File: src/rtl/mem_port_arbiter.sv
// Single memory port shared between instruction fetch (I) and data (D) requesters.
// One transaction at a time: grant in IDLE, present in REQ, collect a read in RESP.
module mem_port_arbiter #(
  parameter int ADDR_W       = 32,
  parameter int DATA_W       = 32,
  parameter int STARVE_LIMIT = 4
) (
  input  logic              clk,
  input  logic              rst_n,
  input  logic              i_req_valid,
  output logic              i_req_ready,
  input  logic [ADDR_W-1:0] i_req_addr,
  output logic              i_resp_valid,
  output logic [DATA_W-1:0] i_resp_rdata,
  input  logic              i_kill,
  input  logic              d_req_valid,
  output logic              d_req_ready,
  input  logic              d_req_wen,
  input  logic [ADDR_W-1:0] d_req_addr,
  input  logic [DATA_W-1:0] d_req_wdata,
  input  logic [DATA_W-1:0] d_req_wmask,
  output logic              d_resp_valid,
  output logic [DATA_W-1:0] d_resp_rdata,
  output logic              m_req_valid,
  input  logic              m_req_ready,
  output logic              m_req_wen,
  output logic [ADDR_W-1:0] m_req_addr,
  output logic [DATA_W-1:0] m_req_wdata,
  output logic [DATA_W-1:0] m_req_wmask,
  input  logic              m_resp_valid,
  input  logic [DATA_W-1:0] m_resp_rdata,
  output logic              busy
);

  // Handshakes: a request transfers in the cycle where valid && ready are both
  // high; valid, once raised, is held with stable fields until ready. Responses
  // are single-cycle valid pulses with no back-pressure.

  localparam int CNT_W = $clog2(STARVE_LIMIT + 1);
  localparam logic [CNT_W-1:0] LIMIT = CNT_W'(STARVE_LIMIT);

  typedef enum logic [1:0] {IDLE, REQ, RESP} state_t;
  typedef enum logic {OWN_D, OWN_I} owner_t;

  state_t            state, state_nxt;
  owner_t            owner, owner_nxt;
  logic              lat_wen, lat_wen_nxt;
  logic [ADDR_W-1:0] lat_addr, lat_addr_nxt;
  logic [DATA_W-1:0] lat_wdata, lat_wdata_nxt;
  logic [DATA_W-1:0] lat_wmask, lat_wmask_nxt;
  logic [CNT_W-1:0]  starve_cnt, starve_cnt_nxt;
  logic              killed, killed_nxt;
  logic              grant_d, grant_i;

  // D wins unless I has already watched STARVE_LIMIT consecutive D grants.
  always_comb begin
    grant_d = 1'b0;
    grant_i = 1'b0;
    if (state == IDLE) begin
      if (d_req_valid && (!i_req_valid || (starve_cnt < LIMIT))) begin
        grant_d = 1'b1;
      end else if (i_req_valid && !i_kill) begin
        grant_i = 1'b1;
      end
    end
  end

  always_comb begin
    state_nxt      = state;
    owner_nxt      = owner;
    lat_wen_nxt    = lat_wen;
    lat_addr_nxt   = lat_addr;
    lat_wdata_nxt  = lat_wdata;
    lat_wmask_nxt  = lat_wmask;
    starve_cnt_nxt = starve_cnt;
    killed_nxt     = killed;
    unique case (state)
      IDLE: begin
        if (grant_d) begin
          owner_nxt     = OWN_D;
          lat_wen_nxt   = d_req_wen;
          lat_addr_nxt  = d_req_addr;
          lat_wdata_nxt = d_req_wdata;
          lat_wmask_nxt = d_req_wmask;
          killed_nxt    = 1'b0;
          state_nxt     = REQ;
        end else if (grant_i) begin
          owner_nxt     = OWN_I;
          lat_wen_nxt   = 1'b0;
          lat_addr_nxt  = i_req_addr;
          lat_wdata_nxt = '0;
          lat_wmask_nxt = '0;
          killed_nxt    = 1'b0;
          state_nxt     = REQ;
        end
        if (grant_i || !i_req_valid) begin
          starve_cnt_nxt = '0;
        end else if (grant_d && (starve_cnt != LIMIT)) begin
          starve_cnt_nxt = starve_cnt + CNT_W'(1);
        end
      end
      REQ: begin
        if ((owner == OWN_I) && i_kill) killed_nxt = 1'b1;
        if (m_req_ready) state_nxt = lat_wen ? IDLE : RESP;
      end
      RESP: begin
        if ((owner == OWN_I) && i_kill) killed_nxt = 1'b1;
        if (m_resp_valid) state_nxt = IDLE;
      end
      default: state_nxt = IDLE;
    endcase
  end

  always_ff @(posedge clk or negedge rst_n) begin
    if (!rst_n) begin
      state      <= IDLE;
      owner      <= OWN_D;
      lat_wen    <= 1'b0;
      lat_addr   <= '0;
      lat_wdata  <= '0;
      lat_wmask  <= '0;
      starve_cnt <= '0;
      killed     <= 1'b0;
    end else begin
      state      <= state_nxt;
      owner      <= owner_nxt;
      lat_wen    <= lat_wen_nxt;
      lat_addr   <= lat_addr_nxt;
      lat_wdata  <= lat_wdata_nxt;
      lat_wmask  <= lat_wmask_nxt;
      starve_cnt <= starve_cnt_nxt;
      killed     <= killed_nxt;
    end
  end

  // Every output is a function of state, so reset forces all of them to 0.
  always_comb begin
    busy         = (state != IDLE);
    m_req_valid  = 1'b0;
    m_req_wen    = 1'b0;
    m_req_addr   = '0;
    m_req_wdata  = '0;
    m_req_wmask  = '0;
    i_req_ready  = 1'b0;
    d_req_ready  = 1'b0;
    i_resp_valid = 1'b0;
    i_resp_rdata = '0;
    d_resp_valid = 1'b0;
    d_resp_rdata = '0;
    if (state == REQ) begin
      m_req_valid = 1'b1;
      m_req_wen   = lat_wen;
      m_req_addr  = lat_addr;
      m_req_wdata = lat_wdata;
      m_req_wmask = lat_wmask;
      i_req_ready = m_req_ready && (owner == OWN_I);
      d_req_ready = m_req_ready && (owner == OWN_D);
    end
    if ((state == RESP) && m_resp_valid) begin
      if (owner == OWN_D) begin
        d_resp_valid = 1'b1;
        d_resp_rdata = m_resp_rdata;
      end else if (!killed && !i_kill) begin
        i_resp_valid = 1'b1;
        i_resp_rdata = m_resp_rdata;
      end
    end
  end

  // A presented memory request is never retracted or altered before acceptance.
  a_req_hold: assert property (@(posedge clk) disable iff (!rst_n)
    (m_req_valid && !m_req_ready) |=> (m_req_valid && $stable(m_req_addr) && $stable(m_req_wen)));

  a_one_ready: assert property (@(posedge clk) disable iff (!rst_n)
    !(i_req_ready && d_req_ready));

  a_starve_cap: assert property (@(posedge clk) disable iff (!rst_n)
    starve_cnt <= LIMIT);

endmodule

File: config.mk
export PLATFORM = sky130hd
export DESIGN_NAME = mem_port_arbiter
export DESIGN_NICKNAME = d
export VERILOG_FILES = /design/src/rtl/mem_port_arbiter.sv
export SDC_FILE = /design/constraint.sdc
export NUM_CORES = 1
export LEC_CHECK = 0
export ABC_AREA = 1
export CAP_MARGIN = 20
export CORE_MARGIN = 2
export CORE_UTILIZATION = 34
export DETAILED_ROUTE_END_ITERATION = 10
export PLACE_DENSITY = 0.76
export SYNTH_ARGS = -nofsm -noshare
export SYNTH_HDL_FRONTEND = slang
export SYNTH_SLANG_ARGS = --single-unit
File: constraint.sdc
create_clock -name clk -period 1.46 [get_ports clk]
set_input_delay 0.292 -clock clk [delete_from_list [all_inputs] [get_ports clk]]
set_output_delay 0.292 -clock clk [all_outputs]
set_load 0.02 [all_outputs]
==> run metrics <==
status=finished, violations left; failing checks=setup timing; Synth Instances=826; synth unique cells=17; Row Count=46; CP top delay family=buffers and inverters; Final nets=approximately 1400; drt wl/cell=19.1 um; final worst slack=-0.585 ns; DP Wirelength=15.3 mm; slew of the pin with the lowest slew margin=0.458 ns; Port Buffers=around 330; FF-to-FF setup slack=-0.38 ns; area of the core=about 16000 sq um; Setup Skew=0.00633 ns; pin count of the biggest net entering global routing=48; FF-to-FF path depth=11; sequential-to-total area share from yosys stat=0.470; initial core utilization=0.348; maximum achievable frequency=0.489 GHz; DR DRC count=0; pwr/cell area=about 2000 nW/um^2; largest area contributor in the netlist=dfrtp_1; Hold WS=between 0.2 and 0.3 ns; peak supply drop=about 1.2 mV; slowest stage delay, CP=approximately 0.4 ns; total power=between 20 and 30 mW; Clock Tree Buf Depth=2; Pleak=between 6 and 7 nW; CTS H-tree lvls=3; Post-Syn Area=about 5500 sq um; first-pass GRT wire length=about 35 mm; fin crit share=1.40; Die Y=132 um; synth warn=0; post-synth top area share=0.470; kind of critical path=flip-flop to primary output; DRT Pass-1 Iters=5; Final Setup Violations=between 200 and 300; slowest cell on the critical path=dfrtp_1; Worst Path Buf+Inv=6; Worst Hold Class=primary input to asynchronous set/reset pin; TritonCTS clock tree=yes; io pins=approximately 340; ratio of cells with drive above 1 in the final layout=0.572; Worst R2R End=lat_addr[26]; DR vias/cell=about 4.9; initial antenna violation count=1; RSZ-0062 raised after global routing=yes; CTS clk-pin slew, worst paths=~0.080 ns; final wirelength=28.0 mm; Crit path arrival time=1.75 ns; DIE AREA=17300 sq um; Area Growth Syn to Fin=131%; Slew Viols, Final=0; Final GP Congestion=~0.83; Worst setup SP type=flip-flop; Clock Sinks=104; vias in the first global route=6608; crit path cell chain=buf_4, ha_4, buf_4, clkbuf_16, buf_4, nand2_4, inv_2, buf_6; GR Util All Layers=0.261; Worst Path Required=roughly 1.2 ns; minimum clock period=between 2 and 2.5 ns; GRT overflow=0; Critical Path End Type=primary output; most frequent CP cell=buf_4; Post-DRT Antenna Nets=0; Post-Synthesis Net Count=1000; vias after detailed routing=just over 7000; Mapped Avg Cell Area=about 6.7 sq um; Num CTS Buffers=9; dominant cells by area after synthesis=dfrtp_1, nand2_1, inv_1; clock root buffer=clkbuf_16; Max Cap Viol=0; Critical R2R Launch=state[1]; Skew-Pair Late Insertion Delay=0.36 ns; 1st-iter DRT viols=340; Fin. Hold Viols=0; slew margin rel.=0.695; count of filler cells inserted in the layout=973; die width=between 100 and 150 um; Max FO, Critical Path=8; Yosys reg bits=104
[cell usage after synthesis (all sizes together)]
library cell	number
ha	6
o21ai	2
nor2	70
nand2	377
a21oi	1
nand3	75
nand4	2
clkbuf	12
dfrtp	104
inv	145
buf	31
and2	1
[worst max-delay path by stage]
stage | from | end | slack, ns | cells past startpoint
2_1_floorplan | state[0] | d_resp_rdata[21] | -0.16 | 7
3_3_place_gp | m_resp_valid | i_resp_rdata[31] | -0.82 | 7
3_5_place_dp | m_resp_valid | i_resp_rdata[17] | -0.84 | 7
4_1_cts | state[1] | i_req_ready | -0.60 | 6
5_1_grt | state[0] | d_resp_rdata[28] | -0.63 | 8
6_report | state[0] | m_req_wdata[30] | -0.59 | 8
[worst reg2reg max path, stage by stage (launching register included)]
cell	delay, ns
dfrtp_1	0.43
inv_2	0.08
buf_6	0.12
buf_6	0.11
ha_4	0.19
nand3_4	0.14
buf_6	0.14
inv_12	0.06
buf_12	0.14
clkbuf_16	0.16
nand2_4	0.06
nand3_2	0.08
[logic make-up (layout without fill, tap and decap cells)]
group | Yosys count | in the layout | synth area share
compound gates | 3 | 3 | 0.00271
flops | 104 | 104 | 0.470
other cells | 0 | 1 | 0
simple gates | 525 | 525 | 0.375
buf+inv | 188 | 606 | 0.138
fa+ha+maj | 6 | 6 | 0.0136
[where the power goes]
group,switching [mW],total [mW],internal (mW)
combinational,8.69,16.9,8.22
sequential,1.45,5.63,4.19
clock,1.20,2.60,1.40
total,11.3,25.1,13.8
[area by class of cell]
class                   count  area, sq um  share of cell area
clock buffers              10          239              0.0187
inverters                 145          586              0.0458
repair buffers            443         5080               0.397
flip-flops and latches    104         2600               0.204
repair inverters            2         26.3             0.00205
well taps                 216          270              0.0211
multi-input cells         534         3910               0.306
clock inverters             6         75.1             0.00587
diodes                      1         2.50            0.000196
[through the flow]
| stage | area (sq um) | instances | setup WS [ns] | TNS, ns | utilization |
|---|---|---|---|---|---|
| final | 12800 | 1461 | -0.585 | -114.02 | 0.805 |
| after global routing | 12800 | 1461 | -0.625 | -128.74 | 0.805 |
| after CTS | 11000 | 1423 | -0.596 | -111.31 | 0.691 |
| after detailed placement | 10000 | 1369 | -0.843 | -138.71 | 0.629 |
| after global placement | 10000 | 1369 | -0.817 | -137.25 | 0.629 |
| after floorplan | 6300 | 826 | -0.156 | -11.65 | - |
[registers in the layout, summed over array words and instances (netlist names)]
register and flops:
lat_wen 1, lat_wdata 32, lat_addr 32, owner 1, state 2, starve_cnt 3
killed 1, lat_wmask 32
[what timing repair did]
item / CTS / global route
hold endpoints to repair: 71 / 0
setup endpoints to repair: 271 / 271
buffers inserted: 22 / 27
hold buffers: 1 / 0
resized for setup: 880 / 409
cloned: 16 / 22
pin swaps: 2 / 37
[cell usage in the layout (no fill, tap or decap), drive strengths merged]
master	count
nand3	75
clkinv	3
nand4	2
dfrtp	104
buf	257
ha	6
clkdlybuf4s50	166
bufinv	1
clkinvlp	2
nand2	377
clkbuf	29
o21ai	2
and2	1
nor2	70
diode	1
dlygate4sd3	1
inv	147
a21oi	1
[per-layer routing]
metal	track usage	share of wire	vias up
met4	0.114	0.047	0
met1	0.280	0.35	3429
li1	-	-	3254
met3	0.0698	0.076	82
met5	0	0	-
met2	0.479	0.53	340
No activity file was read; power rests on OpenSTA's default activity.
